==> src/rtl/ad7606_pkg.sv <==
// Shared definitions for the AD7606 device emulator: bus geometry, FSM states,
// oversampling limits and the effective-oversampling helper.
package ad7606_pkg;

  localparam int unsigned NUM_CH  = 8;
  localparam int unsigned WORD_W  = 16;
  localparam int unsigned PTR_W   = 3;
  localparam int unsigned OS_W    = 3;
  localparam int unsigned OS_MAX  = 6;
  localparam int unsigned CNT_W   = 32;
  localparam int unsigned CCNT_W  = 16;
  localparam int unsigned BANK_W  = NUM_CH * WORD_W;

  typedef enum logic [1:0] {
    ST_IDLE,
    ST_DLY,
    ST_CONV,
    ST_DONE
  } state_e;

  // Channel 1 lives in the least significant word.
  typedef logic [NUM_CH-1:0][WORD_W-1:0] bank_t;

  // Oversampling codes above OS_MAX behave as no oversampling.
  function automatic logic [OS_W-1:0] os_eff(input logic [OS_W-1:0] os);
    return (32'(os) > OS_MAX) ? OS_W'(0) : os;
  endfunction

endpackage

==> src/rtl/ad7606_emu_sync2.sv <==
// Two-flop synchronizer with a selectable reset level.
// Ports: clk, rst_n (async, active-low), d_i (asynchronous input),
//        q_o (synchronized output).
module sync2 #(
  parameter logic RST_VAL = 1'b0
) (
  input  logic clk,
  input  logic rst_n,
  input  logic d_i,
  output logic q_o
);

  logic meta_q;

  always_ff @(posedge clk or negedge rst_n) begin
    if (!rst_n) begin
      meta_q <= RST_VAL;
      q_o    <= RST_VAL;
    end else begin
      meta_q <= d_i;
      q_o    <= meta_q;
    end
  end

endmodule

==> src/rtl/ad7606_emu.sv <==
// AD7606 parallel-interface device emulator for controller hardware-in-the-loop.
// Ports: clk, rst_n (async, active-low); convst_a/convst_b, cs_n, rd_n, phy_rst
//        (asynchronous pins); os (oversampling select); sample_in (8x16 external
//        samples, ch1 in [15:0]); busy, frstdata, db, db_oe, conv_cnt, overrun
//        (all registered).
module ad7606_emu
  import ad7606_pkg::*;
#(
  parameter int unsigned CONV_CYCLES = 32,
  parameter int unsigned BUSY_DLY    = 2,
  parameter int unsigned PATTERN     = 1
) (
  input  logic              clk,
  input  logic              rst_n,
  input  logic              convst_a,
  input  logic              convst_b,
  input  logic              cs_n,
  input  logic              rd_n,
  input  logic              phy_rst,
  input  logic [OS_W-1:0]   os,
  input  logic [BANK_W-1:0] sample_in,
  output logic              busy,
  output logic              frstdata,
  output logic [WORD_W-1:0] db,
  output logic              db_oe,
  output logic [CCNT_W-1:0] conv_cnt,
  output logic              overrun
);

  logic convst_a_s, convst_b_s, cs_n_s, rd_n_s, phy_rst_s;

  sync2 #(.RST_VAL(1'b1)) u_sync_cva (.clk(clk), .rst_n(rst_n), .d_i(convst_a), .q_o(convst_a_s));
  sync2 #(.RST_VAL(1'b1)) u_sync_cvb (.clk(clk), .rst_n(rst_n), .d_i(convst_b), .q_o(convst_b_s));
  sync2 #(.RST_VAL(1'b1)) u_sync_cs  (.clk(clk), .rst_n(rst_n), .d_i(cs_n),     .q_o(cs_n_s));
  sync2 #(.RST_VAL(1'b1)) u_sync_rd  (.clk(clk), .rst_n(rst_n), .d_i(rd_n),     .q_o(rd_n_s));
  sync2 #(.RST_VAL(1'b0)) u_sync_rst (.clk(clk), .rst_n(rst_n), .d_i(phy_rst),  .q_o(phy_rst_s));

  state_e           state_q;
  logic [CNT_W-1:0] cnt_q;
  logic [OS_W-1:0]  os_q;
  logic [PTR_W-1:0] ptr_q;
  logic             conv_prev_q;
  logic             rd_prev_q;
  bank_t            pend_q;
  bank_t            out_q;

  logic             conv_s_c;
  logic             start_c;
  logic             rd_fall_c;
  logic             rd_rise_c;
  logic [CNT_W-1:0] conv_len_c;
  bank_t            pat_c;
  bank_t            src_c;

  // Edge detection on synchronized pins; starts are masked during device reset.
  assign conv_s_c   = convst_a_s & convst_b_s;
  assign start_c    = conv_prev_q & ~conv_s_c & ~phy_rst_s;
  assign rd_fall_c  = rd_prev_q & ~rd_n_s;
  assign rd_rise_c  = ~rd_prev_q & rd_n_s;
  assign conv_len_c = CNT_W'(CONV_CYCLES) << os_q;

  // Deterministic pattern: conversion index in the upper bits, channel in the low nibble.
  always_comb begin
    pat_c = '0;
    for (int k = 0; k < int'(NUM_CH); k++) begin
      pat_c[k] = {conv_cnt[11:0], 4'(k)};
    end
  end

  assign src_c = (PATTERN != 0) ? pat_c : bank_t'(sample_in);

  // Conversion FSM and read port; device reset is applied last so it overrides all.
  always_ff @(posedge clk or negedge rst_n) begin
    if (!rst_n) begin
      state_q     <= ST_IDLE;
      cnt_q       <= '0;
      os_q        <= '0;
      ptr_q       <= '0;
      conv_prev_q <= 1'b1;
      rd_prev_q   <= 1'b1;
      pend_q      <= '0;
      out_q       <= '0;
      busy        <= 1'b0;
      frstdata    <= 1'b0;
      db          <= '0;
      db_oe       <= 1'b0;
      conv_cnt    <= '0;
      overrun     <= 1'b0;
    end else begin
      conv_prev_q <= conv_s_c;
      rd_prev_q   <= rd_n_s;
      db_oe       <= ~cs_n_s & ~rd_n_s;

      if (rd_fall_c && !cs_n_s) begin
        db       <= out_q[ptr_q];
        frstdata <= (ptr_q == '0);
      end else if (cs_n_s || rd_n_s) begin
        frstdata <= 1'b0;
      end

      if (rd_rise_c && !cs_n_s) begin
        ptr_q <= ptr_q + PTR_W'(1);
      end

      case (state_q)
        ST_IDLE: begin
          if (start_c) begin
            state_q <= ST_DLY;
            cnt_q   <= '0;
            pend_q  <= src_c;
            os_q    <= os_eff(os);
          end
        end
        ST_DLY: begin
          if (start_c) overrun <= 1'b1;
          if (cnt_q == CNT_W'(BUSY_DLY - 1)) begin
            state_q <= ST_CONV;
            cnt_q   <= '0;
            busy    <= 1'b1;
          end else begin
            cnt_q <= cnt_q + CNT_W'(1);
          end
        end
        ST_CONV: begin
          if (start_c) overrun <= 1'b1;
          // busy drops on entry to DONE so it is high for exactly conv_len_c cycles.
          if (cnt_q == conv_len_c - CNT_W'(1)) begin
            state_q <= ST_DONE;
            busy    <= 1'b0;
          end else begin
            cnt_q <= cnt_q + CNT_W'(1);
          end
        end
        ST_DONE: begin
          // Overrides any concurrent read-pointer advance above.
          out_q    <= pend_q;
          ptr_q    <= '0;
          conv_cnt <= conv_cnt + CCNT_W'(1);
          state_q  <= ST_IDLE;
        end
        default: state_q <= ST_IDLE;
      endcase

      if (phy_rst_s) begin
        state_q  <= ST_IDLE;
        cnt_q    <= '0;
        busy     <= 1'b0;
        ptr_q    <= '0;
        pend_q   <= '0;
        out_q    <= '0;
        conv_cnt <= '0;
        overrun  <= 1'b0;
      end
    end
  end

endmodule

==> config.mk <==
export PLATFORM = sky130hd
export DESIGN_NAME = ad7606_emu
export DESIGN_NICKNAME = d
export VERILOG_FILES = /design/src/rtl/ad7606_pkg.sv /design/src/rtl/ad7606_emu_sync2.sv /design/src/rtl/ad7606_emu.sv
export SDC_FILE = /design/constraint.sdc
export NUM_CORES = 1
export LEC_CHECK = 0
export CORE_AREA = 2 2 130 132
export CTS_CLUSTER_SIZE = 28
export DETAILED_ROUTE_END_ITERATION = 10
export DIE_AREA = 0 0 132 134
export PLACE_DENSITY = 0.7
export REMOVE_ABC_BUFFERS = 1
export SYNTH_ARGS = -nofsm -noshare
export SYNTH_HDL_FRONTEND = slang
export SYNTH_SLANG_ARGS = --single-unit
==> constraint.sdc <==
create_clock -name clk -period 7.25 [get_ports clk]
set_input_delay 2.175 -clock clk [delete_from_list [all_inputs] [get_ports clk]]
set_output_delay 2.175 -clock clk [all_outputs]
set_load 0.005 [all_outputs]
==> results.sh <==
export IMPL_overflow=0
export IMPL_hpwl_mm=8.18
export IMPL_synthFlopType="dfrtp_1"
export IMPL_ir_worst_vdd_mv=0.172
export IMPL_ios=174
export IMPL_grt_pass1_vias=4300
export IMPL_ys_types=54
export IMPL_drc=0
export IMPL_dieWidth_um=132
export IMPL_critPathTopFamily="buffers and inverters"
export IMPL_numPortBuffers=44
export IMPL_cts_max_level=4
export IMPL_vias=4361
export IMPL_fin_nets=717
export IMPL_final_util=0.416
export IMPL_clk_path_buf_depth=2
export IMPL_fp_dieH_um=134
export IMPL_crit_arrival_ns=1.42
export IMPL_postCtsHoldBufs=0
export IMPL_synth_ff_latch_count=113
export IMPL_wl_per_cell_um=16.2
export IMPL_grt_setup_unrepaired="no"
export IMPL_cts_tree="built"
export IMPL_critPathBufInv=1
export IMPL_start_util=0.343
export IMPL_setup_viol=0
export IMPL_status="completed"
export IMPL_gp_congestion=0.800
export IMPL_ys_top_cells_by_area="dfrtp_1 46%, dfstp_2 4.7%, o31ai_1 3.4%, nor2_1 3.2%, a211oi_1 3.0%"
export IMPL_areaGrowthSynthToFinish_pct=21.1
export IMPL_power_leakage_uw=0.00284
export IMPL_placed_area_um2=6180
export IMPL_synth_top_area_cell="dfrtp_1"
export IMPL_async_reset_ff_frac=1.00
export IMPL_tns_ns=0
export IMPL_fin_crit_ns=3.59
export IMPL_timing_final_ws_setup_ns=3.66
export IMPL_syn_area_um2=5590
export IMPL_dr_pass1_iters=5
export IMPL_routed_wl_mm=13.0
export IMPL_critPathMaxStageDelay_ns=0.54
export IMPL_seq_area_frac_synth=0.508
export IMPL_die_area_um2=17700
export IMPL_final_max_slew_violation_count=0
export IMPL_post_cts_buffers=0
export IMPL_place_ws_ns=3.70
export IMPL_crit_fanout=7
export IMPL_clk_pin_slew_ns=0.06
export IMPL_worst_pin_slew_ns=1.11
export IMPL_fmax_mhz=279
export IMPL_p_total_uw=1780
export IMPL_drt_iter0_drc=335
export IMPL_crit_chain="clkdlybuf4s50_1"
export IMPL_clockRootBuffer="clkbuf_16"
export IMPL_grt_use_total=0.154
export IMPL_syn_inst=538
export IMPL_worstSetupEndpointType="primary output"
export IMPL_rows=47
export IMPL_finClkSkew_ns=0.0109
export IMPL_n_antenna_cell=0
export IMPL_worstPathRequired_ns=5.08
export IMPL_fin_crit_sh=0.495
export IMPL_critPathKind="flop to primary output"
export IMPL_synth_top_cell_area_share=0.461
export IMPL_cts_repair_resized=0
export IMPL_ant_nets=0
export IMPL_stdcell_area_um2=6770
export IMPL_vias_per_cell=5.44
export IMPL_cp_slowest_cell="clkdlybuf4s50_1"
export IMPL_cts_buffers=17
export IMPL_hold_path_class="flop to flop"
export IMPL_antenna_found_initial=0
export IMPL_cts_sinks=113
export IMPL_synth_edff_count=0
export IMPL_power_per_cell_area_nw_per_um2=263
export IMPL_core_area_um2=16300
export IMPL_grt_max_degree=64
export IMPL_yosys_warnings=0
export IMPL_worstSetupStartpointType="flop"
export IMPL_drv_cap=0
export IMPL_clkLatencyLatePin_ns=0.42
export IMPL_drive_above_1_share=0.129
export IMPL_postSynthAreaPerCell_um2=10.4
export IMPL_grt_pass1_wl_mm=21.9
export IMPL_hold_violations=0
export IMPL_relSlewSlack=0.261
[kinds of logic after synthesis]
family          count (synthesis)  synth area share
simple gates                  182             0.165
compound gates                126             0.174
flops                         113             0.508
buf+inv                        60            0.0479
mux                            29            0.0548
xor+xnor                       17            0.0266
fa+ha+maj                      10            0.0224
other cells                     1          0.000671
[synthesized netlist by cell type, types with 7 or more instances]
master    count
nand2b_1      8
nor2_1       48
dfstp_2      10
buf_2         7
a22o_1       15
nor4_1       15
mux2i_1      16
and3_1        8
nand3_1      18
xor2_1       13
dfrtp_1     103
a211oi_1     22
ha_1         10
nand4_1       9
o31ai_1      25
nand2_1      36
o21ai_0      14
clkbuf_1     22
a21oi_1      12
inv_1        22
mux2_2       13
o41ai_1      11
nor3_1       13
[sequential cells by signal (all words and copies together) (netlist names), 2 cells and up]
register,cells
out_q,13
ptr_q,3
state_q,2
os_q,3
db,15
cnt_q,32
conv_cnt,16
pend_q,13
[layout make-up]
| class | instances | area (um^2) |
|---|---|---|
| fill | 1556 | 9520 |
| inverter | 22 | 82.6 |
| clock buffer | 20 | 457 |
| sequential | 113 | 2840 |
| clock inverter | 12 | 133 |
| multi-input combinational | 365 | 2500 |
| tap | 220 | 275 |
| timing repair buffer | 50 | 483 |
[stage by stage]
step	cells	hold slack (ns)
floorplan	500	0.331
global placement	770	0.336
detailed placement	770	0.338
CTS	802	0.350
global route	802	0.363
finish	802	0.347
[report_power, final]
group | internal [uW] | switching, uW | total [uW]
sequential | 656 | 28.2 | 684
combinational | 93.1 | 178 | 271
clock | 524 | 303 | 827
[per-layer routing]
layer	wire [um]	part of all wire	vias up	track usage
met5	0	0	-	0
met3	749	0.058	23	0.0446
li1	-	-	2049	-
met2	6180	0.48	137	0.240
met1	5830	0.45	2152	0.199
met4	212	0.016	0	0.0664
[layout by cell type (no fill, tap or decap), drive strengths merged, types with 18 or more instances in the layout]
| master | netlist | routed |
|---|---|---|
| clkbuf | 22 | 20 |
| nand3 | 18 | 18 |
| clkdlybuf4s50 | 0 | 43 |
| nand2 | 36 | 36 |
| nor2 | 48 | 48 |
| o31ai | 26 | 26 |
| a211oi | 22 | 22 |
| dfrtp | 103 | 103 |
| inv | 22 | 24 |
[path summary, 6_finish.rpt]
path | from | to | slack [ns] | cells past startpoint
setup / recovery | conv_cnt[2] | conv_cnt[2] | 3.66 | 1
hold / removal | u_sync_rst.meta_q | u_sync_rst.q_o | 0.35 | 0
setup reg to reg | cnt_q[11] | cnt_q[6] | 3.79 | 6
hold reg to reg | u_sync_rst.meta_q | u_sync_rst.q_o | 0.35 | 0
max in group asynchronous | rst_n | db_oe | 4.24 | 2
min in group asynchronous | rst_n | db[13] | 1.78 | 1
No activity file was read; power rests on OpenSTA's default activity.
